--- src/rtl/rf_pkg.sv ---
// Shared constants for the two-write-port register file and its pending-write scoreboard.
package rf_pkg;
  localparam int RF_DATA_W   = 32;
  localparam int RF_ADDR_W   = 5;
  localparam int RF_ZERO_REG = 0;
endpackage

--- src/rtl/rf_scoreboard.sv ---
// Pending-write busy bits: set on load issue, cleared by load writeback (port 1).
module rf_scoreboard
  import rf_pkg::*;
#(
  parameter int ADDR_W = RF_ADDR_W,
  parameter int BYPASS = 1
) (
  input  logic              clk,
  input  logic              rst_n,
  input  logic              set_busy,
  input  logic [ADDR_W-1:0] busy_addr,
  input  logic              we1,
  input  logic [ADDR_W-1:0] waddr1,
  input  logic [ADDR_W-1:0] raddr0,
  input  logic [ADDR_W-1:0] raddr1,
  output logic              busy0,
  output logic              busy1
);
  localparam int NREGS = 2**ADDR_W;

  logic [NREGS-1:0] busy;

  // A set and a clear hitting the same register resolve in favour of the set
  always_ff @(posedge clk or negedge rst_n) begin
    if (!rst_n) begin
      busy <= '0;
    end else begin
      for (int i = RF_ZERO_REG + 1; i < NREGS; i++) begin
        if (set_busy && busy_addr == ADDR_W'(i))
          busy[i] <= 1'b1;
        else if (we1 && waddr1 == ADDR_W'(i))
          busy[i] <= 1'b0;
      end
    end
  end

  function automatic logic busy_of(input logic [ADDR_W-1:0] ra);
    logic b;
    b = busy[ra];
    if (BYPASS != 0 && we1 && waddr1 == ra && !(set_busy && busy_addr == ra))
      b = 1'b0;
    if (ra == ADDR_W'(RF_ZERO_REG))
      b = 1'b0;
    return b;
  endfunction

  always_comb begin
    busy0 = busy_of(raddr0);
    busy1 = busy_of(raddr1);
  end
endmodule

--- src/rtl/reg_file_2w1b.sv ---
// Two-write, two-read register file with hardwired zero register, optional
// write-to-read forwarding and a pending-load scoreboard.
module reg_file_2w1b
  import rf_pkg::*;
#(
  parameter int DATA_W = RF_DATA_W,
  parameter int ADDR_W = RF_ADDR_W,
  parameter int BYPASS = 1
) (
  input  logic              clk,
  input  logic              rst_n,
  input  logic [ADDR_W-1:0] raddr0,
  input  logic [ADDR_W-1:0] raddr1,
  output logic [DATA_W-1:0] rdata0,
  output logic [DATA_W-1:0] rdata1,
  output logic              busy0,
  output logic              busy1,
  input  logic              we0,
  input  logic [ADDR_W-1:0] waddr0,
  input  logic [DATA_W-1:0] wdata0,
  input  logic              we1,
  input  logic [ADDR_W-1:0] waddr1,
  input  logic [DATA_W-1:0] wdata1,
  input  logic              set_busy,
  input  logic [ADDR_W-1:0] busy_addr
);
  localparam int NREGS = 2**ADDR_W;

  logic [DATA_W-1:0] regs [NREGS];

  // Load writeback (port 1) overrides ALU writeback on an address collision
  always_ff @(posedge clk or negedge rst_n) begin
    if (!rst_n) begin
      for (int i = 0; i < NREGS; i++) regs[i] <= '0;
    end else begin
      for (int i = RF_ZERO_REG + 1; i < NREGS; i++) begin
        if (we1 && waddr1 == ADDR_W'(i))
          regs[i] <= wdata1;
        else if (we0 && waddr0 == ADDR_W'(i))
          regs[i] <= wdata0;
      end
    end
  end

  function automatic logic [DATA_W-1:0] read_port(input logic [ADDR_W-1:0] ra);
    logic [DATA_W-1:0] val;
    val = regs[ra];
    if (BYPASS != 0) begin
      if (we1 && waddr1 == ra)
        val = wdata1;
      else if (we0 && waddr0 == ra)
        val = wdata0;
    end
    if (ra == ADDR_W'(RF_ZERO_REG))
      val = '0;
    return val;
  endfunction

  always_comb begin
    rdata0 = read_port(raddr0);
    rdata1 = read_port(raddr1);
  end

  rf_scoreboard #(
    .ADDR_W (ADDR_W),
    .BYPASS (BYPASS)
  ) u_scoreboard (
    .clk       (clk),
    .rst_n     (rst_n),
    .set_busy  (set_busy),
    .busy_addr (busy_addr),
    .we1       (we1),
    .waddr1    (waddr1),
    .raddr0    (raddr0),
    .raddr1    (raddr1),
    .busy0     (busy0),
    .busy1     (busy1)
  );
endmodule
--- config.mk ---
export PLATFORM = sky130hd
export DESIGN_NAME = reg_file_2w1b
export DESIGN_NICKNAME = d
export VERILOG_FILES = /design/src/rtl/rf_pkg.sv /design/src/rtl/rf_scoreboard.sv /design/src/rtl/reg_file_2w1b.sv
export SDC_FILE = /design/constraint.sdc
export NUM_CORES = 2
export LEC_CHECK = 0
export CAP_MARGIN = 30
export CORE_MARGIN = 10
export CORE_UTILIZATION = 38
export CTS_CLUSTER_SIZE = 28
export DETAILED_ROUTE_END_ITERATION = 8
export PLACE_DENSITY = 0.63
export REMOVE_ABC_BUFFERS = 1
export SETUP_SLACK_MARGIN = 0.1
export SLEW_MARGIN = 20
export SYNTH_ARGS = -nofsm -noshare
export SYNTH_HDL_FRONTEND = slang
export SYNTH_SLANG_ARGS = --single-unit
--- constraint.sdc ---
create_clock -name clk -period 2.5 [get_ports clk]
set_input_delay 0.25 -clock clk [delete_from_list [all_inputs] [get_ports clk]]
set_output_delay 0.25 -clock clk [all_outputs]
set_load 0.01 [all_outputs]
* Word-level counts from Yosys, hierarchy flattened
Cells that the tools add are included.
** Operators by class
- Magnitude comparators :: 4
- Equality and inequality tests :: 99
- Mux-type cells :: 144
- Bitwise logic cells :: 2
- Reductions and logical operators :: 167
** Operators by type and width (number)
- 2-to-1 mux 32 bit :: 72
- binary-select mux 32 bit (select 5 bit) :: 2
- == test 5 bit, second input constant :: 48
- nonzero test 2 bit :: 62
- == test 5 x 4 -> 1 bit, second input constant :: 24
- logical AND 1 bit :: 101
- 2-to-1 mux 1 bit :: 68
- == test 5 x 3 -> 1 bit, second input constant :: 12
- == test 5 x 2 -> 1 bit, second input constant :: 6
- == test 5 bit :: 6
- == test 5 x 1 -> 1 bit, second input constant :: 3
- greater-or-equal comparator 6 bit, second input constant :: 2
- < comparator 5 x 6 -> 1 bit, second input constant :: 2
- inverter 5 -> 6 bit :: 2
- binary-select mux 1 bit (select 5 bit) :: 2
- logical NOT 5 bit :: 2
- logical NOT 1 bit :: 2
** Storage, ports and cells
- Register bits :: 1023
- Input bits :: 94
- Output and inout port bits :: 66
- Word-level logic and storage cells :: 478

* Logic depth before layout (Yosys ltp)
- Word-level depth :: 7
- Gate-level depth with buffers :: 10
- Mapped depth without buffers :: 5

* Modules after synthesis
A second synthesis with hierarchy kept.
** Second synthesis, totals
- Cell total of the unflattened synthesis :: 6910
- Area total of the unflattened synthesis :: 66586.4 µm²
** By module, submodules not included
- reg_file_2w1b :: instances 1, cells each 6690, area each 64418.0 µm², sequential area each 24823.8 µm²
- rf_scoreboard :: instances 1, cells each 220, area each 2168.3 µm², sequential area each 775.7 µm²

* Least setup slack after synthesis
No wires, ideal clock.
- Path type :: input-to-output
- Start :: input port raddr1[1]
- End :: output port rdata1[10]
- Arrival time :: 1920 ps
- Required time :: 2250 ps
- Setup slack :: 330 ps
- Stages on the path :: 9
- Path buffers :: 5
- Path through :: clkbuf_2 > buf_4 > buf_4 > buf_4 > nand2_1 > buf_2 > o22ai_1 > nor3_1 > o41ai_1
** On the way
- Longest elaborated chain between the ends :: 7
- Elaborated cells on any way between the ends :: 12
- Those cells by class :: 2 x eq/ne; 6 x mux; 1 x bitwise; 3 x reduce/logical
** RTL lines
- from (decl) :: RTL line reg_file_2w1b.sv:13 : input logic [ADDR_W-1:0] raddr1,
- inverter 5 -> 6 bit (implied by the code) :: RTL line reg_file_2w1b.sv:47 : val = regs[ra];
- binary-select mux 32 bit (select 5 bit) :: RTL line reg_file_2w1b.sv:47
- 2-to-1 mux 32 bit (implied by the code) (2 in series) :: RTL line reg_file_2w1b.sv:47
- 2-to-1 mux 32 bit :: RTL line reg_file_2w1b.sv:51 : else if (we0 && waddr0 == ra)
- 2-to-1 mux 32 bit :: RTL line reg_file_2w1b.sv:49 : if (we1 && waddr1 == ra)
- 2-to-1 mux 32 bit (*) :: RTL line reg_file_2w1b.sv:54 : if (ra == ADDR_W'(RF_ZERO_REG))
- to (decl) :: RTL line reg_file_2w1b.sv:15 : output logic [DATA_W-1:0] rdata1,
Mark *: on every way between the ends. The rest lies on a longest branch, timed or not. The select of a mux whose other input is x is not followed.

* Worst setup path in the final report
- Start :: register regs[817] in the netlist's numbering
- End :: output port rdata0[17]
** On the way
- Longest elaborated chain between the ends :: 6
** RTL lines
- from (decl) :: RTL line reg_file_2w1b.sv:29 : logic [DATA_W-1:0] regs [NREGS];
- from (signal, indexed assignment) :: RTL line reg_file_2w1b.sv:38 : regs[i] <= wdata1;
- from (signal, indexed assignment) :: RTL line reg_file_2w1b.sv:40 : regs[i] <= wdata0;
- binary-select mux 32 bit (select 5 bit) :: RTL line reg_file_2w1b.sv:47
- 2-to-1 mux 32 bit (implied by the code) (2 in series) :: RTL line reg_file_2w1b.sv:47
- 2-to-1 mux 32 bit :: RTL line reg_file_2w1b.sv:51
- 2-to-1 mux 32 bit :: RTL line reg_file_2w1b.sv:49
- 2-to-1 mux 32 bit :: RTL line reg_file_2w1b.sv:54
- to (decl) :: RTL line reg_file_2w1b.sv:14 : output logic [DATA_W-1:0] rdata0,
Every way passes these cells. The select of a mux whose other input is x is not followed.

==> flow_metrics.tcl <==
set metrics [dict create \
    status "finished with violations" \
    violations "setup timing" \
    clk_path_buf_depth 3 \
    dieHeight_um 437 \
    cp_max_fo 2 \
    fin_nets 7165 \
    fmax_mhz 325 \
    finalSetupViolCount 66 \
    ant_nets 0 \
    fin_crit_sh_pct 123 \
    h-tree-depth 3 \
    grt_max_degree 103 \
    final.setup_skew_ns 0 \
    finalWeightedCongestion 0.978 \
    cts_tree "built" \
    antenna_found_initial 7 \
    fin_tns_setup_ns -24.51 \
    rsz0062_at_grt "true" \
    vias_per_cell 6.30 \
    place_area_mm2 0.0753 \
    yosysWarnings 33 \
    syn_area_mm2 0.0661 \
    synthToLayoutAreaGrowth_pct 24.2 \
    synth_ff_type "dfrtp_1" \
    die_w_um 437 \
    grt_overflow 0 \
    dieArea_mm2 0.191 \
    synthCells 6878 \
    cts_num_sinks 1023 \
    wl_per_cell_um 29.8 \
    start_util_pct 38.1 \
    synth_edf_count 0 \
    layout-drive-gt1-share_pct 22.8 \
    tightest_slew_ns 0.807 \
    finalHoldViolations 0 \
    finalCriticalPeriod_ns 3.08 \
    cts_root_buf "clkbuf_16" \
    maxCapViolCount 0 \
    drv_slew 0 \
    synth_cell_type_count 48 \
    numCtsBuffers 114 \
    nFillCells 15800 \
    core.rowCount 153 \
    drt_iter0_drc 7052 \
    clock_latency_ns 0.76 \
    core_area_mm2 0.173 \
    p_leak_nw 36.5 \
    fin_total_pwr_w 0.0608 \
    portBuffers 159 \
    routed_wl_um 283000 \
    async_reset_ff_share_pct 100 \
    power_density_mw_per_mm2 740 \
    cts.clk_slew.worst_paths_ns 0.06 \
    relSlewSlack_pct 46.2 \
    dr_total_vias 59900 \
    ys_seq_area_share_pct 38.7 \
    route.detailed.drc 0 \
    cp-end-kind "output port" \
    grt_pass1_wl_um 409000 \
    worst_slack_ns -0.580 \
    grt_pass1_vias 59200 \
    dp_hpwl_um 188000 \
    ff2ff_path_depth 5 \
    synth.ff_latch_count 1023 \
    stdcell_count 9495 \
    dp_cells 9227 \
    syn_avg_cell_area_um2 9.61 \
    cp.arrival_ns 2.83 \
    grtUsageTotal_pct 28.2 \
    hp-class "in2async" \
    worstPathRequired_ns 2.25 \
    ir_worst_vdd_v 0.000589 \
    crit_path_start_kind "flop" \
    critical_path_class "reg2out" \
    fin_area_mm2 0.0821 \
    ios 160 \
    drtPass1Iterations 6 \
]
==> layout by cell type, fill, tap and decap left out, drive strengths merged, types with 64 or more instances in the layout <==
cell	synthesis	routed
nor3	199	199
buf	381	863
a32oi	66	66
a22oi	64	64
mux4	144	144
dfrtp	1023	1023
o21ai	237	237
a21oi	774	774
o22ai	258	258
nand2	281	281
nor2b	79	79
nand2b	81	81
mux2i	1639	1639
clkdlybuf4s50	0	76
clkbuf	494	169
a311oi	64	64
nor2	794	794
==> power breakdown <==
part,internal [W],switching [W],leakage (nW)
Clock,0.0107,0.00764,1.98
Combinational,0.00902,0.00860,22.3
Sequential,0.0211,0.00377,12.3
Total,0.0408,0.0200,36.5
==> synthesized netlist by cell type, drive strengths merged, types with 10 or more instances <==
cell type | number | area [µm²]
mux2i | 1639 | 16400
dfrtp | 1023 | 25600
nor2 | 794 | 2980
a21oi | 774 | 3870
clkbuf | 494 | 1860
buf | 381 | 2070
nand2 | 281 | 1050
o22ai | 258 | 1610
o21ai | 237 | 1190
nor3 | 199 | 1010
mux4 | 144 | 3240
nand2b | 81 | 507
nor2b | 79 | 494
a32oi | 66 | 578
a22oi | 64 | 480
a311oi | 64 | 561
a221oi | 63 | 552
mux2 | 63 | 709
o41ai | 62 | 543
xor2 | 16 | 140
nand3 | 14 | 70.1
xnor2 | 14 | 123
nor4 | 10 | 83.8
==> critical path, cell delays in order, from the launching register on <==
cell and delay (ns):
dfrtp_1 0.40, buf_6 0.12, mux4_2 0.50, nor2b_4 0.16
nor3_2 0.07, a311oi_2 0.38, buf_4 0.20, o41ai_2 0.05
buf_2 0.16
==> stage by stage <==
| stage | setup slack, ns | hold WS, ns | utilization [%] |
|---|---|---|---|
| final | -0.580 | 0.212 | 47.4 |
| after global routing | -0.594 | 0.214 | 47.4 |
| after floorplan | -2.68 | -0.0456 | - |
| after CTS | -0.566 | 0.185 | 46.9 |
| after global placement | -1.83 | 0.175 | 43.4 |
| after detailed placement | -1.46 | 0.177 | 43.4 |
==> worst paths after layout <==
kind	start	endpoint	slack, ns
worst max-delay path	regs[817]	rdata0[17]	-0.58
worst min-delay path	rst_n	regs[97]	0.21
worst max register to register	regs[792]	regs[792]	1.42
worst min register to register	u_scoreboard.busy[22]	u_scoreboard.busy[22]	0.50
max in group asynchronous	rst_n	regs[481]	1.34
min in group clk	wdata1[13]	regs[461]	0.27
==> metal layers <==
layer / GRT usage (%) / up-vias / part of all wire, % / wire [µm]
li1: - / 25400 / - / -
met1: 35.0 / 29500 / 38 / 106000
met2: 43.5 / 3809 / 45 / 126000
met3: 5.93 / 1115 / 9.5 / 26700
met4: 20.2 / 2 / 8.3 / 23400
met5: 0 / - / 0.0046 / 13
==> repair_timing <==
action	CTS	global route
hold buffers	2	0
hold endpoints to repair	581	0
buffers inserted	33	15
resized for setup	614	98
pin swaps	154	34
endpoints found under the setup margin	66	66
gates cloned	2	1
==> flip-flops by register name, summed over array words and instances, names as in the netlist <==
signal,flops
regs,992
u_scoreboard.busy,31
==> layout make-up <==
type	count	area [µm²]	share of cell area, %
Clock buffer	166	3420	4.16
Clock inverter	45	637	0.775
Multi-Input combinational cell	4971	39300	47.9
Inverter	9	33.8	0.0411
Antenna cell	4	10.0	0.0122
Sequential cell	1023	25600	31.2
Timing Repair Buffer	952	10200	12.4
Tap cell	2325	2910	3.54
==> logic make-up (layout without fill, tap and decap cells) <==
group,Yosys count,after routing,synth area share [%]
muxes,1846,1846,30.8
AOI/OAI and AO/OA,1610,1610,14.5
and+or+nand+nor,1485,1485,9.63
DFF,1023,1023,38.7
buffers and inverters,884,1172,5.99
xor gates and xnor gates,30,30,0.397
other,0,4,0
No activity file was read; power rests on OpenSTA's default activity.
